[src/rtl/i2c_fifo_sched.sv]
// -----------------------------------------------------------------------------
// i2c_fifo_sched
//   Sequences the I2C command FIFO. Pops one {addr,data} entry, splits it,
//   hands it to the I2C master byte engine with a start/done handshake and
//   enforces an idle bus gap after every transaction. NACKed entries are
//   dropped (or retried), and a watchdog aborts a master that never answers.
//
//   Optional feature macro: I2C_RETRY_EN
//     defined   : a NACKed entry is re-issued up to MAX_RETRY times (after a
//                 bus gap, without popping) before it is dropped.
//     undefined : any NACK drops the entry; no retry counter exists.
//
// Ports
//   i2c_clock_in    system clock, all logic on posedge
//   i2c_reset_in    synchronous active-high reset
//   enable_in       1 = allowed to start new entries
//   fifo_empty      FIFO empty flag
//   fifo_data_in    FIFO read data, valid one clock after fifo_rd_en_out
//   fifo_rd_en_out  one-cycle pop strobe
//   mst_start_out   one-cycle transaction start to the master
//   mst_addr_out    slave address, held from start until done
//   mst_data_out    write byte, held from start until done
//   mst_done_in     one-cycle completion pulse from the master
//   mst_nack_in     NACK status, only looked at together with mst_done_in
//   busy_out        1 whenever the sequencer is not idle
//   nack_drop_out   one-cycle pulse: entry discarded after its final NACK
//   timeout_out     one-cycle pulse: watchdog abort
//   drop_count_out  saturating count of NACK drops plus timeouts
// -----------------------------------------------------------------------------
module i2c_fifo_sched #(
  parameter int FIFO_WIDTH  = 15,
  parameter int ADDR_W      = 7,
  parameter int DATA_W      = 8,
  parameter int GAP_CYCLES  = 16,
  parameter int TIMEOUT_CYC = 4096,
  parameter int MAX_RETRY   = 3
) (
  input  logic                  i2c_clock_in,
  input  logic                  i2c_reset_in,
  input  logic                  enable_in,
  input  logic                  fifo_empty,
  input  logic [FIFO_WIDTH-1:0] fifo_data_in,
  output logic                  fifo_rd_en_out,
  output logic                  mst_start_out,
  output logic [ADDR_W-1:0]     mst_addr_out,
  output logic [DATA_W-1:0]     mst_data_out,
  input  logic                  mst_done_in,
  input  logic                  mst_nack_in,
  output logic                  busy_out,
  output logic                  nack_drop_out,
  output logic                  timeout_out,
  output logic [7:0]            drop_count_out
);

  // Reject inconsistent configurations at elaboration time.
  if (FIFO_WIDTH != ADDR_W + DATA_W || GAP_CYCLES < 1 || TIMEOUT_CYC < 2 || MAX_RETRY < 0)
  begin : g_bad_param
    $error("i2c_fifo_sched: inconsistent parameters");
  end

  localparam int GAP_W = (GAP_CYCLES > 1) ? $clog2(GAP_CYCLES) : 1;
  localparam int WD_W  = $clog2(TIMEOUT_CYC);

  localparam logic [GAP_W-1:0] GAP_LAST = GAP_W'(GAP_CYCLES - 1);
  localparam logic [WD_W-1:0]  WD_LAST  = WD_W'(TIMEOUT_CYC - 1);

  typedef enum logic [2:0] {
    S_IDLE,
    S_POP,
    S_LATCH,
    S_ISSUE,
    S_WAIT,
    S_GAP
  } state_t;

  state_t            state_q;
  logic              rd_en_q;
  logic              start_q;
  logic              busy_q;
  logic              nack_drop_q;
  logic              timeout_q;
  logic [7:0]        drop_cnt_q;
  logic [ADDR_W-1:0] addr_q;
  logic [DATA_W-1:0] data_q;
  logic [GAP_W-1:0]  gap_q;
  logic [WD_W-1:0]   wdog_q;

`ifdef I2C_RETRY_EN
  localparam int RT_W = (MAX_RETRY > 0) ? $clog2(MAX_RETRY + 1) : 1;
  localparam logic [RT_W-1:0] RT_MAX = RT_W'(MAX_RETRY);

  logic [RT_W-1:0] retry_q;
  // Set when the running gap belongs to a retry: the gap then ends in ISSUE.
  logic            retry_pend_q;
`endif

  function automatic logic [7:0] sat_inc(input logic [7:0] v);
    return (v == 8'hFF) ? v : v + 8'd1;
  endfunction

  always_ff @(posedge i2c_clock_in) begin
    if (i2c_reset_in) begin
      state_q     <= S_IDLE;
      rd_en_q     <= 1'b0;
      start_q     <= 1'b0;
      busy_q      <= 1'b0;
      nack_drop_q <= 1'b0;
      timeout_q   <= 1'b0;
      drop_cnt_q  <= 8'd0;
      addr_q      <= '0;
      data_q      <= '0;
      gap_q       <= '0;
      wdog_q      <= '0;
`ifdef I2C_RETRY_EN
      retry_q      <= '0;
      retry_pend_q <= 1'b0;
`endif
    end else begin
      // Strobes are high for exactly one cycle unless re-armed below.
      rd_en_q     <= 1'b0;
      start_q     <= 1'b0;
      nack_drop_q <= 1'b0;
      timeout_q   <= 1'b0;

      case (state_q)
        S_IDLE: begin
          if (enable_in && !fifo_empty) begin
            state_q <= S_POP;
            rd_en_q <= 1'b1;
            busy_q  <= 1'b1;
          end
        end

        S_POP: begin
          state_q <= S_LATCH;
        end

        // FIFO read data is valid now, one clock after the pop strobe.
        S_LATCH: begin
          addr_q  <= fifo_data_in[FIFO_WIDTH-1:DATA_W];
          data_q  <= fifo_data_in[DATA_W-1:0];
`ifdef I2C_RETRY_EN
          retry_q <= '0;
`endif
          state_q <= S_ISSUE;
          start_q <= 1'b1;
        end

        S_ISSUE: begin
          wdog_q  <= '0;
          state_q <= S_WAIT;
        end

        // Done is tested before the watchdog so a completion on the last
        // allowed clock still counts as a normal completion.
        S_WAIT: begin
          if (mst_done_in) begin
            gap_q   <= '0;
            state_q <= S_GAP;
            if (mst_nack_in) begin
`ifdef I2C_RETRY_EN
              if (retry_q < RT_MAX) begin
                retry_q      <= retry_q + 1'b1;
                retry_pend_q <= 1'b1;
              end else begin
                nack_drop_q <= 1'b1;
                drop_cnt_q  <= sat_inc(drop_cnt_q);
              end
`else
              nack_drop_q <= 1'b1;
              drop_cnt_q  <= sat_inc(drop_cnt_q);
`endif
            end
          end else if (wdog_q == WD_LAST) begin
            timeout_q  <= 1'b1;
            drop_cnt_q <= sat_inc(drop_cnt_q);
            gap_q      <= '0;
            state_q    <= S_GAP;
          end else begin
            wdog_q <= wdog_q + 1'b1;
          end
        end

        S_GAP: begin
          if (gap_q == GAP_LAST) begin
`ifdef I2C_RETRY_EN
            if (retry_pend_q) begin
              retry_pend_q <= 1'b0;
              state_q      <= S_ISSUE;
              start_q      <= 1'b1;
            end else begin
              state_q <= S_IDLE;
              busy_q  <= 1'b0;
            end
`else
            state_q <= S_IDLE;
            busy_q  <= 1'b0;
`endif
          end else begin
            gap_q <= gap_q + 1'b1;
          end
        end

        default: begin
          state_q <= S_IDLE;
          busy_q  <= 1'b0;
        end
      endcase
    end
  end

  assign fifo_rd_en_out = rd_en_q;
  assign mst_start_out  = start_q;
  assign mst_addr_out   = addr_q;
  assign mst_data_out   = data_q;
  assign busy_out       = busy_q;
  assign nack_drop_out  = nack_drop_q;
  assign timeout_out    = timeout_q;
  assign drop_count_out = drop_cnt_q;

endmodule
[config.mk]
export PLATFORM = sky130hd
export DESIGN_NAME = i2c_fifo_sched
export DESIGN_NICKNAME = d
export VERILOG_FILES = /design/src/rtl/i2c_fifo_sched.sv
export SDC_FILE = /design/constraint.sdc
export NUM_CORES = 1
export LEC_CHECK = 0
export ABC_AREA = 1
export CAP_MARGIN = 20
export CORE_UTILIZATION = 30
export CTS_BUF_LIST = sky130_fd_sc_hd__clkbuf_8
export DETAILED_ROUTE_END_ITERATION = 7
export GPL_TIMING_DRIVEN = 1
export PLACE_DENSITY = 0.49
export SKIP_LAST_GASP = 1
export SYNTH_ARGS = -nofsm -noshare
export SYNTH_HDL_FRONTEND = slang
export SYNTH_SLANG_ARGS = --single-unit
[constraint.sdc]
create_clock -name i2c_clock_in -period 3.3 [get_ports i2c_clock_in]
set_input_delay 0.825 -clock i2c_clock_in [delete_from_list [all_inputs] [get_ports i2c_clock_in]]
set_output_delay 0.825 -clock i2c_clock_in [all_outputs]
set_load 0.01 [all_outputs]
==> qor.yml <==
floorplan:
  start_util: 0.3117
  fp-row-count: 32
  fp.dieW_um: 91.60
  ioPinCount: 49
  core-area_um2: 7727
  die_y_um: 91.60
  die_area_um2: 8391
critical_path:
  crit_start: "drop_count_out[3]"
  crit-reg2reg-launch: "state_q[0]"
  crit_slowest_cell: "clkdlybuf4s50_1"
  reg2reg_depth: 7
  slowest_delay_ns: 0.57
  cp.depth: 1
  reg2reg_slack_ns: 1.47
  crit_buf_inv: 1
  critPathKind: "flop to output pin"
  crit_family: "buffers and inverters"
  cp_cell_sequence: "clkdlybuf4s50_1"
  rr_endpoint: "wdog_q[6]"
  cp.arrival_ns: 1.31
  cp.required_ns: 2.47
  crit_fanout: 6
  endpoint_kind: "output pin"
  cp-start-kind: "flop"
  crit_path_end: "drop_count_out[3]"
sta:
  period_needed_ns: 2.131
  worst_pin_slew_ns: 0.6070
  finalClockSkew_ns: 0.007108
  maxSlewHeadroom: 0.5940
  slew_violations: 0
  final_hold_viol_count: 0
  grt_setup_unrepaired: "no"
  max_clock_freq_mhz: 469.2
  setup_viol: 0
  post-route-period-util: 0.6459
  fin_setup_tns_ns: 0
route:
  wire_per_inst_um: 11.49
  viasPerCell: 4.555
  remaining_drc_errors: 0
  drt_iter0_drc: 86
  dr.pass1.iters: 4
  drtAntennaViolNets: 0
  vias: 2346
  wl_mm: 5.918
power:
  powerDensity_nw_per_um2: 575.4
  p_leak_nw: 1.229
  clkPwrFrac: 0.199
  power_frac_comb: 0.366
  internal-power_w: 0.001095
  power_frac_seq: 0.435
  ir_drop_uv: 303.3
  switching_power_w: 0.0006631
  sw_frac_of_total: 0.3772
cells_and_area:
  drive_above_1_share: 0.05569
  fillCellCount: 807
  layout_common_cells: "85 x nor2_1, 83 x nand2_1, 48 x clkdlybuf4s50_1"
  antenna_cells: 0
  synthToLayoutAreaGrowth_pct: 26.86
  final_cells: 515
  finalNetCount: 436
  final_common_cell: "nor2_1"
place:
  port_buffers: 48
  gp_congestion: 0.7353
  dp_cells: 507
  dp_hpwl_mm: 4.099
synthesis:
  synth_top_family_by_area: "simple AND/OR/NAND/NOR gates"
  mappedNetlistNets: 390
  synth_area_leaders: "dfxtp_1 39%, nor2_1 13%, nand2_1 13%"
  yosysSeqAreaShare: 0.3906
  netlist_instances: 366
  synth-simple-area-share: 0.4244
  netlist.area_leader.share: 0.3906
  synthXorXnorAreaFrac: 0.003636
  synth_cell_type_count: 27
  yosysWarnings: 0
  ys_ff_latch: 47
  synth_adder_area_share: 0.01558
  syn-cell-area_um2: 2409
  synth_compound_area_frac: 0.07844
  syn_area_per_cell_um2: 6.581
  synthMuxAreaShare: 0
  synth_top_area_cell: "dfxtp_1"
global_routing:
  grt_pass1_wl_mm: 10.28
  grt_pass1_vias: 2227
  grt_start_max_net_pins: 21
  grtUsageTotal: 0.1533
  antenna_found_initial: 0
  grt_overflow: 0
hold_path:
  hold_path_class: "flop to flop"
  hp-start: "busy_out"
flow_run:
  maxCapViolations: 0
clock_network:
  cts_made_buffers: 5
  clk_pin_slew_worst_paths_ns: 0.09
  cts.sinks: 47
  post_cts_resized: 0
  cts_tree: "done"
  cts_hold_buf: 0
  cts_max_path_buffers: 2
  cts_setup_buffers: 0
  cts_root_buffer: "clkbuf_8"
  h-tree-depth: 2
  worstSkewPairLatency_ns: 0.30
run_status:
  status: "finished clean"
-- cells by family after synthesis --
group / after synthesis
adders and majority gates: 3
buffers and inverters: 50
AOI/OAI and AO/OA: 36
xor gates and xnor gates: 1
and+or+nand+nor: 229
DFF: 47
-- per-layer routing --
layer | track usage | wire (um) | vias to the layer above
li1 | - | - | 1249
met1 | 0.1820 | 2783 | 1032
met2 | 0.2613 | 2604 | 59
met3 | 0.04858 | 451 | 6
met4 | 0.04762 | 79 | 0
met5 | 0 | 0 | -
-- power groups by stage --
stage	Clock (W)	Combinational, W	Sequential (W)
2_1_floorplan	0	0.000373	0.000799
3_3_place_gp	0	0.000650	0.000775
3_5_place_dp	0	0.000649	0.000775
4_1_cts	0.000365	0.000655	0.000765
5_1_grt	0.000393	0.000726	0.000779
6_report	0.000349	0.000644	0.000765
-- cell type report --
cell class / count / area [um^2] / area share
inverter: 39 / 148.9 / 0.04873
sequential: 47 / 940.9 / 0.3079
clock inverter: 3 / 16.27 / 0.005324
clock buffer: 5 / 68.82 / 0.02252
timing repair buffer: 50 / 495.5 / 0.1622
tap: 102 / 127.6 / 0.04177
multi-input combinational: 269 / 1257 / 0.4115
-- synthesized netlist by cell type (all sizes together) --
cell type and n:
a21oi 18, and3 1, buf 7, clkbuf 4
dfxtp 47, ha 3, inv 39, nand2 86
nand3 36, nand4 9, nor2 88, nor3 6
nor3b 1, o21ai 16, o21bai 2, or2 2
xnor2 1
-- metrics by stage --
stage	setup WS, ns	util	hold WS, ns	area (um^2)	total power, W
2_1_floorplan	1.746	-	0.4513	2409	0.001172
3_3_place_gp	0.9988	0.3844	0.4651	2970	0.001426
3_5_place_dp	0.9912	0.3844	0.4807	2970	0.001424
4_1_cts	1.147	0.3954	0.4944	3055	0.001785
5_1_grt	1.079	0.3954	0.5206	3055	0.001898
6_report	1.169	0.3954	0.4940	3055	0.001758
-- registers in the layout, indices dropped and copies added, names as in the netlist --
| name | cells |
|---|---|
| wdog_q | 12 |
| fifo_rd_en_out | 1 |
| gap_q | 4 |
| mst_data_out | 8 |
| mst_addr_out | 7 |
| busy_out | 1 |
| timeout_out | 1 |
| nack_drop_out | 1 |
| state_q | 3 |
| mst_start_out | 1 |
| drop_count_out | 8 |
-- worst min-delay path by stage --
| stage | to | slack (ns) | cells after the start |
|---|---|---|---|
| floorplan | wdog_q[10] | 0.45 | 2 |
| global placement | busy_out | 0.47 | 2 |
| CTS | gap_q[1] | 0.49 | 2 |
| global route | wdog_q[10] | 0.52 | 2 |
| finish | busy_out | 0.49 | 2 |
| detailed placement | busy_out | 0.48 | 2 |
Power figures use the tool's default switching activity.
